File: config.mk
export PLATFORM = sky130hd
export DESIGN_NAME = decode_ctrl_pipe
export DESIGN_NICKNAME = d
export VERILOG_FILES = /design/src/rtl/decode_ctrl_pipe.sv
export SDC_FILE = /design/constraint.sdc
export NUM_CORES = 1
export LEC_CHECK = 0
export ABC_AREA = 0
export BUFFER_PORTS_ARGS = -buffer_cell sky130_fd_sc_hd__buf_2
export CAP_MARGIN = 20
export CELL_PAD_IN_SITES_DETAIL_PLACEMENT = 1
export CELL_PAD_IN_SITES_GLOBAL_PLACEMENT = 1
export CORE_AREA = 5 5 70 72
export CTS_CLUSTER_DIAMETER = 200
export DETAILED_ROUTE_END_ITERATION = 10
export DIE_AREA = 0 0 75 77
export GPL_TIMING_DRIVEN = 1
export PLACE_DENSITY_LB_ADDON = 0.1
export SLEW_MARGIN = 20
export SYNTH_ARGS = -nofsm -noshare
export SYNTH_HDL_FRONTEND = slang
export SYNTH_SLANG_ARGS = --single-unit
File: constraint.sdc
create_clock -name clk -period 4.4 [get_ports clk]
set_input_delay 0.44 -clock clk [delete_from_list [all_inputs] [get_ports clk]]
set_output_delay 0.44 -clock clk [all_outputs]
set_load 0.02 [all_outputs]
File: src/rtl/decode_ctrl_pipe.sv
// RV32I main decoder with a registered, valid/ready output stage toward EX.
// Inserts one bubble on load-use and holds off issue for a fixed time after a SYSTEM op.
module decode_ctrl_pipe #(
  parameter int OPCODEWIDTH        = 7,
  parameter int FUN3WIDTH          = 3,
  parameter int REGADDRWIDTH       = 5,
  parameter int WORDTYPEWIDTH      = 4,
  parameter int REGWRITENFROMWIDTH = 3,
  parameter int CSR_STALL_CYCLES   = 2
) (
  input  logic                          clk,
  input  logic                          rst_n,
  input  logic                          flush,
  input  logic                          id_valid,
  output logic                          id_ready,
  input  logic [OPCODEWIDTH-1:0]        id_op,
  input  logic [FUN3WIDTH-1:0]          id_fun3,
  input  logic [REGADDRWIDTH-1:0]       id_rd,
  input  logic [REGADDRWIDTH-1:0]       id_rs1,
  input  logic [REGADDRWIDTH-1:0]       id_rs2,
  input  logic                          ex_ready,
  output logic                          ex_valid,
  output logic [REGADDRWIDTH-1:0]       ex_rd,
  output logic                          ex_illegal,
  output logic                          ex_rf_read,
  output logic                          ex_rf_write,
  output logic                          ex_alu_src_sel,
  output logic                          ex_DM_write,
  output logic                          ex_DM_en,
  output logic                          ex_branch,
  output logic                          ex_jump,
  output logic                          ex_en_pcplusimm,
  output logic                          ex_sel_src_pcplusimm,
  output logic                          ex_CSR_en,
  output logic [WORDTYPEWIDTH-1:0]      ex_memaccess_type,
  output logic                          ex_memaccess_sign,
  output logic [REGWRITENFROMWIDTH-1:0] ex_reg_write_sel,
  output logic                          dbg_state
);

  localparam logic [OPCODEWIDTH-1:0] OP_R      = 7'b0110011;
  localparam logic [OPCODEWIDTH-1:0] OP_I      = 7'b0010011;
  localparam logic [OPCODEWIDTH-1:0] OP_LOAD   = 7'b0000011;
  localparam logic [OPCODEWIDTH-1:0] OP_JALR   = 7'b1100111;
  localparam logic [OPCODEWIDTH-1:0] OP_STORE  = 7'b0100011;
  localparam logic [OPCODEWIDTH-1:0] OP_BRANCH = 7'b1100011;
  localparam logic [OPCODEWIDTH-1:0] OP_LUI    = 7'b0110111;
  localparam logic [OPCODEWIDTH-1:0] OP_AUIPC  = 7'b0010111;
  localparam logic [OPCODEWIDTH-1:0] OP_JAL    = 7'b1101111;
  localparam logic [OPCODEWIDTH-1:0] OP_SYSTEM = 7'b1110011;

  localparam logic ALUSRCREG = 1'b0;
  localparam logic ALUSRCIMM = 1'b1;

  localparam logic [REGWRITENFROMWIDTH-1:0] WBFROMALU   = REGWRITENFROMWIDTH'(0);
  localparam logic [REGWRITENFROMWIDTH-1:0] WBFROMDM    = REGWRITENFROMWIDTH'(1);
  localparam logic [REGWRITENFROMWIDTH-1:0] WBFROMPC    = REGWRITENFROMWIDTH'(2);
  localparam logic [REGWRITENFROMWIDTH-1:0] WBFROMIMM   = REGWRITENFROMWIDTH'(3);
  localparam logic [REGWRITENFROMWIDTH-1:0] WBFROMPCIMM = REGWRITENFROMWIDTH'(4);
  localparam logic [REGWRITENFROMWIDTH-1:0] WBFROMCSR   = REGWRITENFROMWIDTH'(5);

  localparam logic [WORDTYPEWIDTH-1:0] MEMACCESSBYTE = WORDTYPEWIDTH'(1);
  localparam logic [WORDTYPEWIDTH-1:0] MEMACCESSHALF = WORDTYPEWIDTH'(3);
  localparam logic [WORDTYPEWIDTH-1:0] MEMACCESSWORD = WORDTYPEWIDTH'(15);
  localparam logic MEMACCESSSIGN   = 1'b0;
  localparam logic MEMACCESSUNSIGN = 1'b1;

  localparam int CW = (CSR_STALL_CYCLES < 2) ? 1 : $clog2(CSR_STALL_CYCLES + 1);

  typedef struct packed {
    logic                          rf_read;
    logic                          rf_write;
    logic                          alu_src_sel;
    logic                          dm_write;
    logic                          dm_en;
    logic                          branch;
    logic                          jump;
    logic                          en_pci;
    logic                          sel_pci;
    logic                          csr_en;
    logic [WORDTYPEWIDTH-1:0]      mtype;
    logic                          msign;
    logic [REGWRITENFROMWIDTH-1:0] wsel;
  } bundle_t;

  localparam bundle_t BUNDLE_DEFAULT = {10'b0, MEMACCESSWORD, MEMACCESSSIGN, WBFROMALU};

  typedef enum logic {RUN = 1'b0, CSR_WAIT = 1'b1} state_t;

  state_t                  r_state;
  logic [CW-1:0]           r_cnt;
  logic                    r_valid;
  logic                    r_illegal;
  logic [REGADDRWIDTH-1:0] r_rd;
  bundle_t                 r_bundle;

  bundle_t w_bundle;
  logic    w_illegal;
  logic    w_uses_rs2;
  logic    w_hazard;
  logic    w_advance;
  logic    w_accept;
  logic    w_is_system;

  always_comb begin
    w_bundle  = BUNDLE_DEFAULT;
    w_illegal = 1'b0;
    case (id_op)
      OP_R: begin
        w_bundle.rf_read = 1'b1; w_bundle.rf_write = 1'b1;
        w_bundle.alu_src_sel = ALUSRCREG; w_bundle.wsel = WBFROMALU;
      end
      OP_I: begin
        w_bundle.rf_read = 1'b1; w_bundle.rf_write = 1'b1;
        w_bundle.alu_src_sel = ALUSRCIMM; w_bundle.wsel = WBFROMALU;
      end
      OP_LOAD: begin
        w_bundle.rf_read = 1'b1; w_bundle.rf_write = 1'b1;
        w_bundle.alu_src_sel = ALUSRCIMM; w_bundle.dm_en = 1'b1; w_bundle.wsel = WBFROMDM;
        case (id_fun3)
          3'b000:  begin w_bundle.mtype = MEMACCESSBYTE; w_bundle.msign = MEMACCESSSIGN;   end
          3'b001:  begin w_bundle.mtype = MEMACCESSHALF; w_bundle.msign = MEMACCESSSIGN;   end
          3'b010:  begin w_bundle.mtype = MEMACCESSWORD; w_bundle.msign = MEMACCESSSIGN;   end
          3'b100:  begin w_bundle.mtype = MEMACCESSBYTE; w_bundle.msign = MEMACCESSUNSIGN; end
          3'b101:  begin w_bundle.mtype = MEMACCESSHALF; w_bundle.msign = MEMACCESSUNSIGN; end
          default: w_illegal = 1'b1;
        endcase
      end
      OP_JALR: begin
        w_bundle.rf_read = 1'b1; w_bundle.rf_write = 1'b1; w_bundle.alu_src_sel = ALUSRCIMM;
        w_bundle.jump = 1'b1; w_bundle.en_pci = 1'b1; w_bundle.sel_pci = 1'b1;
        w_bundle.wsel = WBFROMPC;
      end
      OP_STORE: begin
        w_bundle.rf_read = 1'b1; w_bundle.alu_src_sel = ALUSRCIMM;
        w_bundle.dm_write = 1'b1; w_bundle.dm_en = 1'b1;
        case (id_fun3)
          3'b000:  w_bundle.mtype = MEMACCESSBYTE;
          3'b001:  w_bundle.mtype = MEMACCESSHALF;
          3'b010:  w_bundle.mtype = MEMACCESSWORD;
          default: w_illegal = 1'b1;
        endcase
      end
      OP_BRANCH: begin
        w_bundle.rf_read = 1'b1; w_bundle.alu_src_sel = ALUSRCREG;
        w_bundle.branch = 1'b1; w_bundle.en_pci = 1'b1;
      end
      OP_LUI: begin
        w_bundle.rf_write = 1'b1; w_bundle.wsel = WBFROMIMM;
      end
      OP_AUIPC: begin
        w_bundle.rf_write = 1'b1; w_bundle.en_pci = 1'b1; w_bundle.wsel = WBFROMPCIMM;
      end
      OP_JAL: begin
        w_bundle.rf_write = 1'b1; w_bundle.jump = 1'b1; w_bundle.en_pci = 1'b1;
        w_bundle.wsel = WBFROMPC;
      end
      OP_SYSTEM: begin
        w_bundle.rf_read = 1'b1; w_bundle.rf_write = 1'b1; w_bundle.csr_en = 1'b1;
        w_bundle.wsel = WBFROMCSR;
      end
      default: w_illegal = 1'b1;
    endcase
    // Illegal encodings travel down the pipe as harmless no-ops carrying the flag.
    if (w_illegal) w_bundle = BUNDLE_DEFAULT;
  end

  assign w_is_system = (id_op == OP_SYSTEM);
  assign w_uses_rs2  = !w_illegal && (id_op == OP_R || id_op == OP_STORE || id_op == OP_BRANCH);

  assign w_hazard = r_valid && r_bundle.dm_en && !r_bundle.dm_write && (r_rd != '0) &&
                    ((w_bundle.rf_read && id_rs1 == r_rd) || (w_uses_rs2 && id_rs2 == r_rd));

  // Handshake: a transfer into EX happens when id_valid && id_ready; the EX register
  // advances when it is empty or EX takes it (ex_ready), otherwise every EX output holds.
  assign w_advance = ex_ready || !r_valid;
  assign id_ready  = (r_state == RUN) && !w_hazard && !flush && w_advance && rst_n;
  assign w_accept  = id_valid && id_ready;

  always_ff @(posedge clk) begin
    if (!rst_n) begin
      r_valid   <= 1'b0;
      r_illegal <= 1'b0;
      r_rd      <= '0;
      r_bundle  <= BUNDLE_DEFAULT;
      r_state   <= RUN;
      r_cnt     <= '0;
    end else if (flush) begin
      r_valid <= 1'b0;
      r_state <= RUN;
      r_cnt   <= '0;
    end else begin
      if (w_advance) begin
        r_valid <= w_accept;
        if (w_accept) begin
          r_illegal <= w_illegal;
          r_rd      <= id_rd;
          r_bundle  <= w_bundle;
        end
      end
      case (r_state)
        RUN: if (w_accept && w_is_system) begin
          r_state <= CSR_WAIT;
          r_cnt   <= CW'(CSR_STALL_CYCLES);
        end
        CSR_WAIT: if (r_cnt <= CW'(1)) begin
          r_state <= RUN;
          r_cnt   <= '0;
        end else begin
          r_cnt <= r_cnt - CW'(1);
        end
        default: r_state <= RUN;
      endcase
    end
  end

  assign ex_valid             = r_valid;
  assign ex_rd                = r_rd;
  assign ex_illegal           = r_illegal;
  assign ex_rf_read           = r_bundle.rf_read;
  assign ex_rf_write          = r_bundle.rf_write;
  assign ex_alu_src_sel       = r_bundle.alu_src_sel;
  assign ex_DM_write          = r_bundle.dm_write;
  assign ex_DM_en             = r_bundle.dm_en;
  assign ex_branch            = r_bundle.branch;
  assign ex_jump              = r_bundle.jump;
  assign ex_en_pcplusimm      = r_bundle.en_pci;
  assign ex_sel_src_pcplusimm = r_bundle.sel_pci;
  assign ex_CSR_en            = r_bundle.csr_en;
  assign ex_memaccess_type    = r_bundle.mtype;
  assign ex_memaccess_sign    = r_bundle.msign;
  assign ex_reg_write_sel     = r_bundle.wsel;
  assign dbg_state            = (r_state == CSR_WAIT);

endmodule

==> results.ini <==
[run_status]
run_status = completed

[worst_setup_path]
crit_slowest_cell = sky130_fd_sc_hd__or4_4
cp.arrival_ns = 2.30
critPathLaunchType = input pin
critPathMostFrequentCell = sky130_fd_sc_hd__buf_2
timing.critical_path.cells = buf_2 -> and3b_1 -> o211ai_1 -> or4_4 -> a211oi_4 -> nor2_1 -> buf_2
timing.setup.critical_path_class = in -> out
r2r_end = ex_sel_src_pcplusimm
setup.reg_to_reg.worst_slack_ns = 2.17
crit_family = simple AND/OR/NAND/NOR gates
stage_delay_of_the_slowest_cell_on_the_critical_path_ns = 0.58
worstReg2RegStart = ex_rd[1]
timing.critical_path.depth = 7
end_kind = output port
critPathMaxFanout = 10
critPathBufInv = 2
worst_r2r_path_depth = 6
required_time_at_the_worst_slack_endpoint_ns = 3.96

[layout]
final_core_utilization_pct = 43.29
design.final.nets = 267
fin_cells = 287
final_cell_area_mm2 = 0.001833
ant_cells = 0
layout-area-overhead-vs-synth_pct = 21.27
proportion_of_layout_cells_with_a_drive_suffix_above_1_pct = 27.66

[die]
dieWidth_um = 75
core_area_mm2 = 0.004234
initial_core_util_pct = 35.70
floorplan.die_area_mm2 = 0.005775
pin_count = 57
placement_rows = 24
dieHeight_um = 77

[global_route]
grt_start_max_net_pins = 36
antenna_violations_before_repair = 0
vias_in_the_first_global_route = 1551
global_route_wire_length_before_repair_mm = 7.410
overall_track_demand_over_capacity_in_global_routing_pct = 16.11
grt_overflow_total = 0

[synthesis]
synthDistinctLibCells = 45
post_synthesis_area_per_instance_um2 = 7.997
post_synth_instance_area_mm2 = 0.001511
number_of_synthesized_flops_with_an_enable_pin = 0
post_synth_net_total = 219
post_synthesis_cells = 189
synth-main-ff-cell = sky130_fd_sc_hd__dfxtp_1
synth_seq_cells = 26
synthArstFlopShare_pct = 0
yosys_warnings = 0
synth_largest_area_cell = sky130_fd_sc_hd__dfxtp_1
synth_largest_type_area_fraction_pct = 34.44
ys_seq_area_share_pct = 34.44
yosys-top-cells-area = sky130_fd_sc_hd__dfxtp_1 (34%), sky130_fd_sc_hd__nand2_1 (5.7%), sky130_fd_sc_hd__mux2i_1 (5.3%), sky130_fd_sc_hd__o21ai_0 (5.0%), sky130_fd_sc_hd__xor2_1 (4.1%)

[placed_design]
detailed_place_hpwl_mm = 3.422
place.detailed.instances = 284
buffer_ports.inserted = 55
dpl-instance-area_mm2 = 0.001792
finalWeightedCongestion = 0.7530

[cts]
ctsResizeCount = 0
post_cts_hold_buffers = 0
cts_post_setup_buffers_inserted = 0
clk_latency_ns = 0.26
tritoncts = built
root_buffer = sky130_fd_sc_hd__clkbuf_8
clock_sinks = 26
ctsLongestPathBuffers = 2
numCtsBuffers = 3
clk_pin_slew_worst_paths_ns = 0.09
cts.htree.levels = 1

[timing]
clock_skew_ns = 0.002498
final-setup-viol-count = 0
period_needed_ns = 2.744
relSlewSlack_pct = 54.95
grt_setup_unrepaired = no
post-route-period-util_pct = 62.37
tightestPinTransition_ns = 0.6732
report.final.hold_viol_count = 0
clock.fmax_mhz = 364.4
final_max_slew_viol_count = 0
setup-tns-final_ns = 0
worst_hold_slack_ns = 0.3903

[drt]
dr_total_vias = 1514
routed_wl_mm = 4.497
number_of_antenna_violating_nets_in_the_routed_design = 0
drc = 0
detailedRoute.firstIterationViolations = 64
vias_per_inst = 5.275
wire_per_inst_um = 15.67
detail_route.first_pass.iterations = 4

[min_path]
whs_path_depth = 3
hp-start = id_rd[4]
hold_end = ex_rd[4]
hp-class = in -> reg

[power]
leakage_nw = 0.8074
power.clock.fraction_pct = 29.1
power.share.combinational_pct = 17.3
power.internal_mw = 0.3305
power_density_mw_per_mm2 = 247.6
worst_case_vdd_ir_drop_uv = 105.5
power.share.sequential_pct = 53.5
switching_share_pct = 27.18
power.net_switching_mw = 0.1234

[flow_run]
cap_violations = 0

==> tightest hold or removal path, stage by stage <==
cell and delay (ns):
sky130_fd_sc_hd__buf_2 0.07, sky130_fd_sc_hd__nand3_1 0.05, sky130_fd_sc_hd__o21ai_0 0.06
==> Yosys cell counts (2+ instances only) <==
master and instances:
sky130_fd_sc_hd__a21oi_1 8, sky130_fd_sc_hd__buf_4 2, sky130_fd_sc_hd__nand2_1 23, sky130_fd_sc_hd__and3b_1 2, sky130_fd_sc_hd__xnor2_1 3, sky130_fd_sc_hd__clkbuf_1 8
sky130_fd_sc_hd__nand3b_1 3, sky130_fd_sc_hd__xor2_1 7, sky130_fd_sc_hd__nor3_1 9, sky130_fd_sc_hd__mux2i_1 8, sky130_fd_sc_hd__o211ai_1 5, sky130_fd_sc_hd__a31oi_1 2
sky130_fd_sc_hd__or4_1 2, sky130_fd_sc_hd__a21o_1 3, sky130_fd_sc_hd__dfxtp_1 26, sky130_fd_sc_hd__nand3_1 11, sky130_fd_sc_hd__and3_1 2, sky130_fd_sc_hd__nor2b_1 2
sky130_fd_sc_hd__nor2_1 9, sky130_fd_sc_hd__o21ai_0 15, sky130_fd_sc_hd__o31ai_1 2, sky130_fd_sc_hd__nand2b_1 6, sky130_fd_sc_hd__inv_1 4, sky130_fd_sc_hd__nand4_1 6
==> final cells by class <==
class                      count  area [um2]
multi-input combinational    147       915.9
inverter                       4       15.01
clock buffer                   3       41.29
sequential                    26       520.5
fill                         563        2401
tap                           52       65.06
timing repair buffer          55       275.3
==> cell families (layout without fill, tap and decap cells) <==
group | Yosys count | after routing | synth area share [%]
AO/OA/AOI/OAI | 42 | 42 | 18.13
other | 1 | 1 | 0.2481
multiplexers | 9 | 9 | 6.043
XOR/XNOR | 10 | 10 | 5.795
buffers and inverters | 16 | 62 | 4.966
flip-flops | 26 | 26 | 34.44
AND/OR/NAND/NOR | 85 | 85 | 30.38
==> state kept, by name, summed over array words and instances (netlist names), 2 cells and up <==
| register | flops |
|---|---|
| ex_rd | 5 |
| ex_memaccess_type | 2 |
| ex_reg_write_sel | 3 |
| r_cnt | 2 |
==> power groups by stage <==
stage | Clock [mW] | Sequential, mW | Combinational (mW)
after floorplan | 0 | 0.252 | 0.0454
after global placement | 0 | 0.249 | 0.0790
after detailed placement | 0 | 0.249 | 0.0789
after CTS | 0.141 | 0.243 | 0.0794
after global routing | 0.153 | 0.244 | 0.0877
final | 0.132 | 0.243 | 0.0786
==> through the flow <==
step,power (mW),setup slack [ns]
after global placement,0.3276,1.671
after floorplan,0.2979,1.992
after CTS,0.4636,1.653
after detailed placement,0.3276,1.660
final,0.4539,1.656
after global routing,0.4844,1.533
==> routing by layer <==
| metal | routed length [um] | part of all wire [%] | GRT usage, % |
|---|---|---|---|
| met5 | 0 | 0 | 0 |
| met4 | 25 | 0.56 | 3.203 |
| met3 | 270 | 6.0 | 2.092 |
| met2 | 2102 | 47 | 25.52 |
| met1 | 2098 | 47 | 23.09 |
==> how the worst max path moves through the flow <==
| stage | slack (ns) | end | from |
|---|---|---|---|
| floorplan | 1.99 | id_ready | id_op[2] |
| global placement | 1.67 | id_ready | id_op[3] |
| detailed placement | 1.66 | id_ready | id_op[3] |
| CTS | 1.65 | id_ready | id_op[3] |
| global route | 1.53 | id_ready | id_op[5] |
| finish | 1.66 | id_ready | id_op[3] |
==> cells in the final DEF, fill, tap and decap left out, types with 2 or more instances in the layout <==
master / count
sky130_fd_sc_hd__a21o_1: 3
sky130_fd_sc_hd__a21oi_1: 8
sky130_fd_sc_hd__a31oi_1: 2
sky130_fd_sc_hd__and3_1: 2
sky130_fd_sc_hd__and3b_1: 2
sky130_fd_sc_hd__buf_2: 55
sky130_fd_sc_hd__clkbuf_8: 3
sky130_fd_sc_hd__dfxtp_1: 26
sky130_fd_sc_hd__inv_1: 4
sky130_fd_sc_hd__mux2i_1: 8
sky130_fd_sc_hd__nand2_1: 23
sky130_fd_sc_hd__nand2b_1: 6
sky130_fd_sc_hd__nand3_1: 11
sky130_fd_sc_hd__nand3b_1: 3
sky130_fd_sc_hd__nand4_1: 6
sky130_fd_sc_hd__nor2_1: 9
sky130_fd_sc_hd__nor2b_1: 2
sky130_fd_sc_hd__nor3_1: 9
sky130_fd_sc_hd__o211ai_1: 5
sky130_fd_sc_hd__o21ai_0: 15
sky130_fd_sc_hd__o31ai_1: 2
sky130_fd_sc_hd__or4_1: 2
sky130_fd_sc_hd__xnor2_1: 3
sky130_fd_sc_hd__xor2_1: 7
(Power assumes the default switching activity.)
